File: src/rtl/eu_sequencer.sv
// Single-issue RD/EX/WB sequencer between decode, the execution unit and the RF.
// EU_SEQ_PERF_CNT_EN adds retired_cnt_o/illegal_cnt_o performance counters.
package simple_processor_pkg;
  parameter int DATA_WIDTH = 32;
  typedef enum logic [3:0] {
    FN_ADD  = 4'd0,
    FN_ADDI = 4'd1,
    FN_SUB  = 4'd2,
    FN_AND  = 4'd3,
    FN_OR   = 4'd4,
    FN_XOR  = 4'd5,
    FN_NOT  = 4'd6,
    FN_SLL  = 4'd7,
    FN_SLLI = 4'd8,
    FN_SLR  = 4'd9,
    FN_SLRI = 4'd10
  } func_t;
endpackage

module eu_sequencer
  import simple_processor_pkg::*;
#(
  parameter int DATA_WIDTH = 32,
  parameter int REG_ADDR_W = 5
) (
  input  logic                  clk_i,
  input  logic                  rst_ni,
  input  logic                  instr_valid_i,
  output logic                  instr_ready_o,
  input  func_t                 func_i,
  input  logic [REG_ADDR_W-1:0] rd_addr_i,
  input  logic [REG_ADDR_W-1:0] rs1_addr_i,
  input  logic [REG_ADDR_W-1:0] rs2_addr_i,
  input  logic [5:0]            imm_i,
  output logic [REG_ADDR_W-1:0] rf_rs1_addr_o,
  output logic [REG_ADDR_W-1:0] rf_rs2_addr_o,
  input  logic [DATA_WIDTH-1:0] rf_rs1_data_i,
  input  logic [DATA_WIDTH-1:0] rf_rs2_data_i,
  output logic [DATA_WIDTH-1:0] eu_rs1_data_o,
  output logic [DATA_WIDTH-1:0] eu_rs2_data_o,
  output func_t                 eu_func_o,
  output logic [5:0]            eu_imm_o,
  input  logic [DATA_WIDTH-1:0] res_math_i,
  input  logic [DATA_WIDTH-1:0] res_gate_i,
  input  logic [DATA_WIDTH-1:0] res_shift_i,
  output logic                  wb_en_o,
  output logic [REG_ADDR_W-1:0] wb_addr_o,
  output logic [DATA_WIDTH-1:0] wb_data_o,
`ifdef EU_SEQ_PERF_CNT_EN
  output logic [31:0]           retired_cnt_o,
  output logic [31:0]           illegal_cnt_o,
`endif
  output logic                  illegal_o,
  output logic                  busy_o
);

  typedef enum logic [1:0] {
    S_IDLE = 2'd0,
    S_RD   = 2'd1,
    S_EX   = 2'd2,
    S_WB   = 2'd3
  } state_t;

  state_t                state_q, state_d;
  func_t                 func_q;
  logic [REG_ADDR_W-1:0] rd_q, rs1_q, rs2_q;
  logic [5:0]            imm_q;
  logic [DATA_WIDTH-1:0] op1_q, op2_q, res_q, res_d;
  logic                  ill_q, ill_d;
  logic                  accept;

  assign accept = (state_q == S_IDLE) && instr_valid_i;

  always_ff @(posedge clk_i) begin
    if (!rst_ni) begin
      state_q <= S_IDLE;
      func_q  <= FN_ADD;
      rd_q    <= '0;
      rs1_q   <= '0;
      rs2_q   <= '0;
      imm_q   <= '0;
      op1_q   <= '0;
      op2_q   <= '0;
      res_q   <= '0;
      ill_q   <= 1'b0;
    end else begin
      state_q <= state_d;
      if (accept) begin
        func_q <= func_i;
        rd_q   <= rd_addr_i;
        rs1_q  <= rs1_addr_i;
        rs2_q  <= rs2_addr_i;
        imm_q  <= imm_i;
      end
      if (state_q == S_RD) begin
        op1_q <= rf_rs1_data_i;
        op2_q <= rf_rs2_data_i;
      end
      if (state_q == S_EX) begin
        res_q <= res_d;
        ill_q <= ill_d;
      end
    end
  end

  // Result class decode; anything outside the three EU classes retires illegal.
  always_comb begin
    res_d = '0;
    ill_d = 1'b0;
    case (func_q)
      FN_ADD, FN_ADDI, FN_SUB:          res_d = res_math_i;
      FN_AND, FN_OR, FN_XOR, FN_NOT:    res_d = res_gate_i;
      FN_SLL, FN_SLLI, FN_SLR, FN_SLRI: res_d = res_shift_i;
      default:                          ill_d = 1'b1;
    endcase
  end

  always_comb begin
    state_d       = state_q;
    instr_ready_o = 1'b0;
    busy_o        = 1'b1;
    rf_rs1_addr_o = rs1_q;
    rf_rs2_addr_o = rs2_q;
    eu_rs1_data_o = '0;
    eu_rs2_data_o = '0;
    eu_func_o     = FN_ADD;
    eu_imm_o      = '0;
    wb_en_o       = 1'b0;
    wb_addr_o     = '0;
    wb_data_o     = '0;
    illegal_o     = 1'b0;
    unique case (state_q)
      S_IDLE: begin
        instr_ready_o = 1'b1;
        busy_o        = 1'b0;
        rf_rs1_addr_o = rs1_addr_i;
        rf_rs2_addr_o = rs2_addr_i;
        if (instr_valid_i) state_d = S_RD;
      end
      S_RD: state_d = S_EX;
      S_EX: begin
        eu_rs1_data_o = op1_q;
        eu_rs2_data_o = op2_q;
        eu_func_o     = func_q;
        eu_imm_o      = imm_q;
        state_d       = S_WB;
      end
      S_WB: begin
        wb_en_o   = !ill_q && (rd_q != '0);
        wb_addr_o = rd_q;
        wb_data_o = ill_q ? '0 : res_q;
        illegal_o = ill_q;
        state_d   = S_IDLE;
      end
      default: state_d = S_IDLE;
    endcase
  end

`ifdef EU_SEQ_PERF_CNT_EN
  logic [31:0] retired_q, illcnt_q;

  always_ff @(posedge clk_i) begin
    if (!rst_ni) begin
      retired_q <= '0;
      illcnt_q  <= '0;
    end else if (state_q == S_WB) begin
      retired_q <= retired_q + 32'd1;
      if (ill_q) illcnt_q <= illcnt_q + 32'd1;
    end
  end

  assign retired_cnt_o = retired_q;
  assign illegal_cnt_o = illcnt_q;
`endif

endmodule

File: config.mk
export PLATFORM = sky130hd
export DESIGN_NAME = eu_sequencer
export DESIGN_NICKNAME = d
export VERILOG_FILES = /design/src/rtl/eu_sequencer.sv
export SDC_FILE = /design/constraint.sdc
export NUM_CORES = 1
export LEC_CHECK = 0
export ABC_CLOCK_PERIOD_IN_PS = 2400
export BUFFER_PORTS_ARGS = -buffer_cell sky130_fd_sc_hd__buf_4
export CAP_MARGIN = 20
export CELL_PAD_IN_SITES_DETAIL_PLACEMENT = 2
export CELL_PAD_IN_SITES_GLOBAL_PLACEMENT = 2
export CORE_MARGIN = 4
export CORE_UTILIZATION = 26
export DETAILED_ROUTE_END_ITERATION = 10
export PLACE_DENSITY_LB_ADDON = 0.15
export SETUP_SLACK_MARGIN = 0.5
export SLEW_MARGIN = 20
export SYNTH_ARGS = -nofsm -noshare
export SYNTH_HDL_FRONTEND = slang
export SYNTH_SLANG_ARGS = --single-unit
File: constraint.sdc
create_clock -name clk_i -period 2.4 [get_ports clk_i]
set_clock_uncertainty 0.1 [all_clocks]
set_input_delay 0.24 -clock clk_i [delete_from_list [all_inputs] [get_ports clk_i]]
set_output_delay 0.24 -clock clk_i [all_outputs]
set_load 0.02 [all_outputs]
==> metrics.yaml, run 1 <==
outcome:
  outcome: "completed"
clock_network:
  clock-sinks: 124
  clock_latency_ns: 0.42
  tritoncts: "done"
  clockRootBuffer: "clkbuf_16"
  numCtsBuffers: 17
  clock_path_buffers: 2
  clk_pin_slew_ns: 0.06
  h-tree-depth: 4
timing:
  fin_crit_sh_pct: 85.6
  timing.fmax_mhz: 487
  worst_slew_pin_slew_ns: 0.529
  finalSetupViolations: 0
  tns_ns: 0
  slew_violations: 0
  hold_violations: 0
  period_needed_ns: 2.05
  relSlewSlack_pct: 64.7
  grt_setup_unrepaired: "true"
global_routing:
  grt_usage_pct: 20.8
  grt_max_degree: 65
  grt_pass1_vias: 7632
  grt_overflow: 0
  grt_pass1_wl_um: 44000
  antenna_found_initial: 1
synth:
  synth_top_area_share_pct: 38.9
  synth_nets: 887
  ys_types: 32
  yosysMostFrequentCell: "dfxtp_1"
  ys.flop_type: "dfxtp_1"
  synth_edf_count: 0
  syn-cell-area_mm2: 0.00638
  synth.largest_area_cell: "dfxtp_1"
  syn_avg_cell_area_um2: 9.18
  synthTopCellsByArea: "dfxtp_1, mux2i_1, and2_1"
  synthTopCellsByCount: "dfxtp_1, and2_1, nand2_1"
  seq_area_frac_synth_pct: 38.9
  syn-instance-count: 695
  ys_ff_latch: 124
  synthArstFlopShare_pct: 0
  ys.warnings.count: 0
setup_path:
  worstSetupPathType: "reg -> out"
  r2r_slack_ns: 0.64
  crit_path_end_kind: "primary output"
  r2r_cells: 7
  cp.arrival_ns: 1.71
  critPathMaxFanout: 8
  required_ns: 2.06
  startpoint_type: "register"
power_and_ir_drop:
  power_mw: 9.66
  power_density_mw_per_mm2: 859
  p_leak_nw: 4.91
  ir_drop_mv: 0.565
routing:
  drc: 0
  drt-initial-drc-count: 310
  wl_um: 29400
  wl_per_cell_um: 20.5
  first_pass_iters: 8
  ant_nets: 0
  vias_per_cell: 4.73
  via_count: 6780
floorplan:
  start_util_pct: 26.3
  die_w_um: 165
  core.rowCount: 57
  io_pins: 313
  dieHeight_um: 165
  dieArea_mm2: 0.0271
  core_mm2: 0.0242
final_layout:
  synthToLayoutAreaGrowth_pct: 76.3
  drive_gt1_share_pct: 41.1
  fill_cells: 2533
  postLayoutCellArea_mm2: 0.0112
  nNetsFinal: 1287
  seqCellArea_mm2: 0.00249
  multiInputGateArea_mm2: 0.00380
place:
  place_congestion: 0.732
  dpl.hpwl_um: 17900
  io_buffer_count: 312
  post_dp_cell_area_mm2: 0.00908
flow_run:
  drv_cap: 0
min_path:
  worstHoldPathType: "in -> reg"
  hold_path_depth: 3
path summary, 6_finish.rpt:
| check | from | endpoint |
|---|---|---|
| max | state_q[0]$_SDFFE_PN0P_ | wb_en_o |
| min reg2reg | res_q[14]$_SDFFE_PN0P_ | res_q[14]$_SDFFE_PN0P_ |
| min | res_gate_i[11] | res_q[11]$_SDFFE_PN0P_ |
| max reg2reg | state_q[0]$_SDFFE_PN0P_ | rs2_q[4]$_SDFFE_PN0P_ |
worst max-delay path: stages, from the launching register on:
cell,delay [ns]
dfxtp_4,0.39
ha_4,0.14
nor2b_4,0.18
buf_6,0.15
clkbuf_16,0.16
o21a_1,0.15
buf_6,0.12
what timing repair did:
action / 4_1_cts / 5_1_grt
pin swaps: 16 / 7
endpoints found under the setup margin: 149 / 144
endpoints found under the hold margin: 92 / 0
gates cloned: 4 / 2
resized for setup: 78 / 43
setup buffers: 10 / 2
hold buffers: 92 / 0
power by group:
part | total, mW | switching (mW) | leakage, nW | internal [mW]
Sequential | 2.86 | 0.311 | 1.02 | 2.55
Clock | 2.62 | 1.13 | 0.283 | 1.49
Combinational | 4.18 | 2.07 | 3.62 | 2.10
Total | 9.66 | 3.52 | 4.91 | 6.15
cell usage in the layout (no fill, tap or decap), types with 2 or more instances in the layout:
cell and count:
a222oi_1 19, clkbuf_16 19, and2_1 87, inv_4 2, buf_4 283, a22o_1 13
o21ai_1 10, o21ai_0 11, clkinv_4 3, dfxtp_2 4, clkinvlp_4 2, a21boi_0 27
and2_4 26, nand2_1 83, inv_6 6, nor2_1 2, buf_6 53, and4b_1 14
inv_8 2, dlygate4sd3_1 92, mux2_4 11, buf_12 6, mux2i_1 77, nor2b_1 65
dfxtp_1 118, o221ai_1 13, mux2_2 19, buf_16 4, nand2b_1 2, a31oi_1 13
ha_4 4, dfxtp_4 2
cells by family after synthesis:
family | synth area share (%)
AND/OR/NAND/NOR | 25.8
flip-flops | 38.9
AO/OA/AOI/OAI | 12.9
adder cells (fa/ha/maj) | 0.785
buffers and inverters | 4.18
multiplexers | 17.4
final cells by class:
type,count,share of cell area (%)
Inverter,3,0.145
Multi-Input combinational cell,508,33.8
Antenna cell,1,0.0222
Clock buffer,18,3.90
Timing Repair Buffer,441,35.0
Clock inverter,14,1.30
Tap cell,324,3.60
Sequential cell,124,22.2
flip-flops by register name, indices dropped and copies added, names as in the netlist:
| signal | flops |
|---|---|
| rs1_q | 5 |
| state_q | 2 |
| rs2_q | 5 |
| ill_q | 1 |
| rd_q | 5 |
| func_q | 4 |
| op1_q | 32 |
| res_q | 32 |
| op2_q | 32 |
| imm_q | 6 |
per-layer routing:
metal	track usage (%)	vias to the layer above	part of all wire [%]
met5	0	-	0
met4	5.94	0	2.1
met3	6.16	32	6.7
met2	38.4	225	53
met1	23.1	3313	39
li1	-	3210	-
metrics by stage:
step	util, %	hold WS, ns	setup slack, ns	cells
2_1_floorplan	-	0.285	0.527	695
3_3_place_gp	37.4	0.331	0.492	1290
3_5_place_dp	37.4	0.342	0.408	1290
4_1_cts	45.5	0.000913	0.351	1428
5_1_grt	46.4	0.0182	0.283	1433
6_report	46.4	0.0187	0.346	1433
(Power assumes the default switching activity.)
==> inputs of run 2 (changes only) <==
CELL_PAD_IN_SITES_DETAIL_PLACEMENT = 1   (was 2)
GPL_TIMING_DRIVEN = 0   (was default)
==> run 2 against run 1 <==
Non-clock buffer count up 46. Hold slack worse by 0.0030 ns. Maximum frequency up 2.1%. Critical endpoint is now wb_data_o[12]. Global-route usage down 1.7 points. Register-to-register slack worse by 0.05 ns. Sequential power about the same. Largest power group unchanged. Cell count up 3.1%. Design area up 6.2%.
==> metrics.yaml, run 2 (same netlist as run 1, synthesis figures left out) <==
final_layout:
  num_antenna_cells: 0  # was 1
  postLayoutCellArea_mm2: 0.0119  # was 0.0112 mm2
  nNetsFinal: 1333  # was 1287
  final_cells: 1478  # was 1433
  drive_gt1_share_pct: 47.1  # was 41.1%
  synthToLayoutAreaGrowth_pct: 87.2  # was 76.3%
  top_regs: "op1_q: 32 flops, op2_q: 32 flops, res_q: 32 flops"  # unchanged
  final_cell_mix: "buf_4, dfxtp_1, buf_6"  # was buf_4, dfxtp_1, dlygate4sd3_1
  fill_cells: 2718  # was 2533
  mostFrequentLayoutCell: "buf_4"  # unchanged
routing:
  first_pass_iters: 5  # was 8
  via_count: 6756  # was 6780
  wl_um: 27000  # was 29400 um
  ant_nets: 0  # unchanged
  drt-initial-drc-count: 255  # was 310
  drc: 0  # unchanged
  vias_per_cell: 4.57  # was 4.73
  wl_per_cell_um: 18.2  # was 20.5 um
timing:
  timing.fmax_mhz: 497  # was 487 MHz
  grt_setup_unrepaired: "true"  # unchanged
  relSlewSlack_pct: 59.3  # was 64.7%
  fin_crit_sh_pct: 83.8  # was 85.6%
  period_needed_ns: 2.01  # was 2.05 ns
  setup_ws_ns: 0.389  # was 0.346 ns
  slew_violations: 0  # unchanged
  finalSetupViolations: 0  # unchanged
  fin_hold_ws_ns: 0.0157  # was 0.0187 ns
  worst_slew_pin_slew_ns: 0.611  # was 0.529 ns
  hold_violations: 0  # unchanged
setup_path:
  r2r_slack_ns: 0.59  # was 0.64 ns
  slowest_delay_ns: 0.37  # was 0.39 ns
  worstSetupPathType: "reg -> out"  # unchanged
  crit_buf_inv: 3  # unchanged
  required_ns: 2.06  # about the same
  r2r_end: "op2_q[16]$_SDFFE_PN0N_"  # was rs2_q[4]$_SDFFE_PN0P_
  r2r_start: "state_q[1]$_SDFFE_PN0P_"  # was state_q[0]$_SDFFE_PN0P_
  cp_slowest_cell: "dfxtp_4"  # unchanged
  startpoint_type: "register"  # unchanged
  crit_path_end_kind: "primary output"  # unchanged
  crit_family: "buffers and inverters"  # unchanged
  cp_cell_sequence: "ha_4, nor2b_4, buf_12, clkbuf_16, and2_1, buf_6"  # was ha_4, nor2b_4, buf_6, clkbuf_16, o21a_1, buf_6
  critPathMaxFanout: 10  # was 8
  cp.arrival_ns: 1.67  # was 1.71 ns
  r2r_cells: 7  # unchanged
power_and_ir_drop:
  p_leak_nw: 5.23  # was 4.91 nW
  ir_drop_mv: 0.379  # was 0.565 mV
  power_density_mw_per_mm2: 834  # was 859 mW/mm2
floorplan:
  dieHeight_um: 165  # unchanged
  core.rowCount: 57  # unchanged
  start_util_pct: 26.3  # unchanged
  core_mm2: 0.0242  # unchanged
  dieArea_mm2: 0.0271  # unchanged
  io_pins: 313  # unchanged
  die_w_um: 165  # unchanged
flow_run:
  drv_cap: 0  # unchanged
min_path:
  hold_end: "func_q[3]$_SDFFE_PN0P_"  # was res_q[11]$_SDFFE_PN0P_
  min-delay-start: "func_i[3]"  # was res_gate_i[11]
  worstHoldPathType: "in -> reg"  # unchanged
  hold_path_depth: 3  # unchanged
clock_network:
  clk_pin_slew_ns: 0.06  # about the same
  clock-sinks: 124  # unchanged
  numCtsBuffers: 17  # unchanged
  h-tree-depth: 4  # unchanged
  tritoncts: "done"  # unchanged
  clock_path_buffers: 2  # unchanged
  clock_latency_ns: 0.42  # about the same
  clockRootBuffer: "clkbuf_16"  # unchanged
global_routing:
  grt_max_degree: 17  # was 65
  grt_usage_pct: 19.1  # was 20.8%
  antenna_found_initial: 0  # was 1
  grt_pass1_wl_um: 40600  # was 44000 um
  grt_pass1_vias: 7116  # was 7632
  grt_overflow: 0  # unchanged
place:
  place_congestion: 0.758  # was 0.732
  dpl.hpwl_um: 19000  # was 17900 um
  io_buffer_count: 312  # unchanged
  dp_slack_ns: -0.0281  # was 0.408 ns
  post_dp_cell_area_mm2: 0.00913  # was 0.00908 mm2
  place_inst: 1331  # was 1290
outcome:
  outcome: "completed"  # unchanged
## run 2: worst min-delay path: cells and delay by family
family,cells,cell delay [ns]
buffers and inverters,1,0.11
AO/OA/AOI/OAI,1,0.08
AND/OR/NAND/NOR,1,0.05
## run 2: cell type report
cell class / count / area (um2) / area share [%]
multi-input cells: 508 / 3930 / 32.9
flip-flops and latches: 124 / 2490 / 20.9
clock inverters: 14 / 135 / 1.13
repair buffers: 427 / 3980 / 33.3
clock buffers: 18 / 429 / 3.59
well taps: 324 / 405 / 3.40
inverters: 3 / 16.3 / 0.136
plain buffers: 60 / 553 / 4.63
## run 2: power by group
group	switching, mW	total, mW	internal [mW]
Sequential	0.281	2.83	2.55
Clock	1.06	2.50	1.44
Combinational	2.15	4.63	2.48
Total	3.49	9.96	6.48
## run 2: repair_timing
| action | in CTS | in global routing |
|---|---|---|
| endpoints found under the setup margin | 227 | 208 |
| buffers inserted | 12 | 3 |
| pin swaps | 16 | 11 |
| resized for setup | 238 | 95 |
| cloned | 9 | 2 |
| hold buffers | 89 | 0 |
| endpoints found under the hold margin | 89 | 0 |
## run 2: layer usage
| metal | GRT usage, % | wire length, um |
|---|---|---|
| met3 | 6.26 | 1890 |
| met5 | 0 | 0 |
| met4 | 4.42 | 420 |
| met2 | 33.4 | 13600 |
| met1 | 22.8 | 11000 |
## run 2: metrics by stage
stage | utilization (%) | total power [mW] | TNS [ns]
finish | 49.2 | 9.96 | 0
global placement | 37.6 | 6.12 | -0.0424
detailed placement | 37.6 | 6.17 | -0.167
floorplan | - | 4.92 | 0
CTS | 48.0 | 9.81 | 0
global route | 49.2 | 10.6 | 0
## run 2: worst max path at each step
stage                                  from                to  slack, ns  cells after the start
floorplan           state_q[0]$_SDFFE_PN0P_  rf_rs1_addr_o[0]       0.53                      4
global placement    state_q[0]$_SDFFE_PN0P_     wb_data_o[28]      -0.01                      5
detailed placement  state_q[0]$_SDFFE_PN0P_     wb_data_o[29]      -0.03                      5
CTS                 state_q[1]$_SDFFE_PN0P_     wb_data_o[18]       0.37                      6
global route        state_q[1]$_SDFFE_PN0P_      wb_data_o[5]       0.32                      6
finish              state_q[1]$_SDFFE_PN0P_     wb_data_o[12]       0.39                      6
==> inputs of run 3 (changes only) <==
ABC_CLOCK_PERIOD_IN_PS = 1700   (was 2400)
CORE_UTILIZATION = 23   (was 26)
clock period = 1.7 ns   (was 2.4 ns; I/O delays follow)
==> run 3 against run 2 <==
The flow now finishes with violations (negative setup slack). Sequential power is 42% higher. Hold slack better by 0.0043 ns. Via count is 6.1% higher. Clock power is 62% higher. Cell count is 9.5% higher. Critical path depth stayed put. Count of clock-buffer cells in the layout stayed put. First-iteration DRC count is 5.1% lower. Core utilization is 2.2 points higher. Critical path type unchanged.
==> metrics.yaml, run 3 (same netlist as run 1, synthesis figures left out) <==
floorplan:
  core.rowCount: 60  # was 57
  io_pins: 313  # unchanged
  start_util_pct: 23.5  # was 26.3%
  core_mm2: 0.0271  # was 0.0242 mm2
  dieHeight_um: 175  # was 165 um
  dieArea_mm2: 0.0305  # was 0.0271 mm2
  die_w_um: 175  # was 165 um
final_layout:
  drive_gt1_share_pct: 52.6  # was 47.1%
  mostFrequentLayoutCell: "buf_4"  # unchanged
  synthToLayoutAreaGrowth_pct: 118  # was 87.2%
  final_cell_mix: "buf_4, buf_6, dlygate4sd3_1"  # was buf_4, dfxtp_1, buf_6
  num_antenna_cells: 0  # unchanged
  nNetsFinal: 1425  # was 1333
  top_regs: "op1_q: 32 flops, op2_q: 32 flops, res_q: 32 flops"  # unchanged
  postLayoutCellArea_mm2: 0.0139  # was 0.0119 mm2
setup_path:
  required_ns: 1.43  # was 2.06 ns
  startpoint_type: "register"  # unchanged
  crit_buf_inv: 3  # unchanged
  worstSetupPathType: "reg -> out"  # unchanged
  crit_family: "buffers and inverters"  # unchanged
  crit_path_end_kind: "primary output"  # unchanged
  slowest_delay_ns: 0.39  # was 0.37 ns
  cp.arrival_ns: 1.66  # was 1.67 ns
  critPathMaxFanout: 7  # was 10
  cp_cell_sequence: "ha_4, nor2b_4, buf_12, clkbuf_16, and2_4, buf_6"  # was ha_4, nor2b_4, buf_12, clkbuf_16, and2_1, buf_6
  cp_slowest_cell: "dfxtp_4"  # unchanged
global_routing:
  grt_overflow: 0  # unchanged
  grt_pass1_vias: 8006  # was 7116
  grt_usage_pct: 19.1  # about the same
  grt_max_degree: 17  # unchanged
  antenna_found_initial: 0  # unchanged
  grt_pass1_wl_um: 45900  # was 40600 um
timing:
  grt_setup_unrepaired: "true"  # unchanged
  period_needed_ns: 1.93
  worst_slew_pin_slew_ns: 0.570  # was 0.611 ns
  hold_violations: 0  # unchanged
  timing.fmax_mhz: 517
  relSlewSlack_pct: 62.0  # was 59.3%
  slew_violations: 0  # unchanged
  fin_crit_sh_pct: 114
  setup_ws_ns: -0.234  # was 0.389 ns
  finalSetupViolations: 171  # was 0
routing:
  via_count: 7168  # was 6756
  wl_per_cell_um: 19.0  # was 18.2 um
  drt-initial-drc-count: 242  # was 255
  drc: 0  # unchanged
  ant_nets: 0  # unchanged
  vias_per_cell: 4.43  # was 4.57
  wl_um: 30800  # was 27000 um
  first_pass_iters: 7  # was 5
clock_network:
  clock_path_buffers: 2  # unchanged
  clockRootBuffer: "clkbuf_16"  # unchanged
  clock-sinks: 124  # unchanged
  numCtsBuffers: 17  # unchanged
  clock_latency_ns: 0.42  # about the same
  tritoncts: "done"  # unchanged
  clk_pin_slew_ns: 0.06  # about the same
  h-tree-depth: 4  # unchanged
place:
  post_dp_cell_area_mm2: 0.00987  # was 0.00913 mm2
  io_buffer_count: 312  # unchanged
  dpl.hpwl_um: 19700  # was 19000 um
  place_congestion: 0.711  # was 0.758
outcome:
  violations: "negative setup slack"
  outcome: "finished with violations"  # was completed
flow_run:
  drv_cap: 0  # unchanged
power_and_ir_drop:
  power_density_mw_per_mm2: 1240  # was 834 mW/mm2
  ir_drop_mv: 0.619  # was 0.379 mV
  p_leak_nw: 6.02  # was 5.23 nW
  power_mw: 17.3  # was 9.96 mW
min_path:
  worstHoldPathType: "in -> reg"  # unchanged
==> run 3: cell count changes in the layout (fill, tap and decap cells not counted), moves of 11 or more <==
cell / previous run / this run
a21boi_0: 27 / 0
a21boi_1: 0 / 25
and2_1: 28 / 3
and2_4: 85 / 110
buf_12: 1 / 16
buf_4: 220 / 205
buf_6: 116 / 148
buf_8: 11 / 24
clkbuf_16: 29 / 40
dlygate4sd3_1: 89 / 139
nand2_1: 83 / 63
nand2_2: 1 / 18
==> run 3: worst paths after layout <==
check / start / slack [ns] / to / cells past startpoint
worst max-delay path: state_q[1]$_SDFFE_PN0P_ / -0.23 / wb_data_o[20] / 6
worst min-delay path: instr_valid_i / 0.02 / imm_q[2]$_SDFFE_PN0P_ / 4
worst max register to register: func_q[3]$_SDFFE_PN0P_ / -0.09 / res_q[23]$_SDFFE_PN0P_ / 7
worst min register to register: res_q[11]$_SDFFE_PN0P_ / 0.35 / res_q[11]$_SDFFE_PN0P_ / 2
==> run 3: worst min-delay path: stages <==
cell and delay (ns):
buf_4 0.11, nand2_4 0.09, nand2_1 0.08, a21boi_1 0.05
==> run 3: area by class of cell <==
type / count / area (um2)
Tap cell: 372 / 465
Multi-Input combinational cell: 508 / 4200
Fill cell: 2919 / 13200
Timing Repair Buffer: 519 / 5240
Inverter: 3 / 18.8
Clock buffer: 18 / 429
Buffer: 60 / 873
Clock inverter: 14 / 205
Sequential cell: 124 / 2500
==> run 3: layer usage <==
layer	GRT usage, %	routed length (um)
met5	0	0
met3	5.39	1740
met2	35.0	16000
met1	22.3	12800
met4	3.73	261
==> run 3: report_power, final <==
group,internal [mW],switching [mW]
registers,3.60,0.423
logic,5.49,3.76
clock network,2.49,1.56
total,11.6,5.75
==> run 3: repair_timing <==
item,4_1_cts,5_1_grt
cloned,19,5
setup endpoints to repair,249,249
hold buffers,139,0
pin swaps,51,41
setup buffers,25,19
resized for setup,185,133
hold endpoints to repair,121,0
==> run 3: through the flow <==
stage | utilization, % | setup slack, ns | cells | TNS (ns) | hold WS, ns
floorplan | - | 0.211 | 695 | 0 | 0.201
global placement | 36.4 | -0.145 | 1379 | -1.72 | 0.322
detailed placement | 36.4 | -0.161 | 1379 | -2.02 | 0.329
CTS | 48.9 | -0.258 | 1594 | -27.58 | 0.000999
global route | 51.4 | -0.310 | 1618 | -37.01 | 0.0263
finish | 51.4 | -0.234 | 1618 | -24.57 | 0.0200
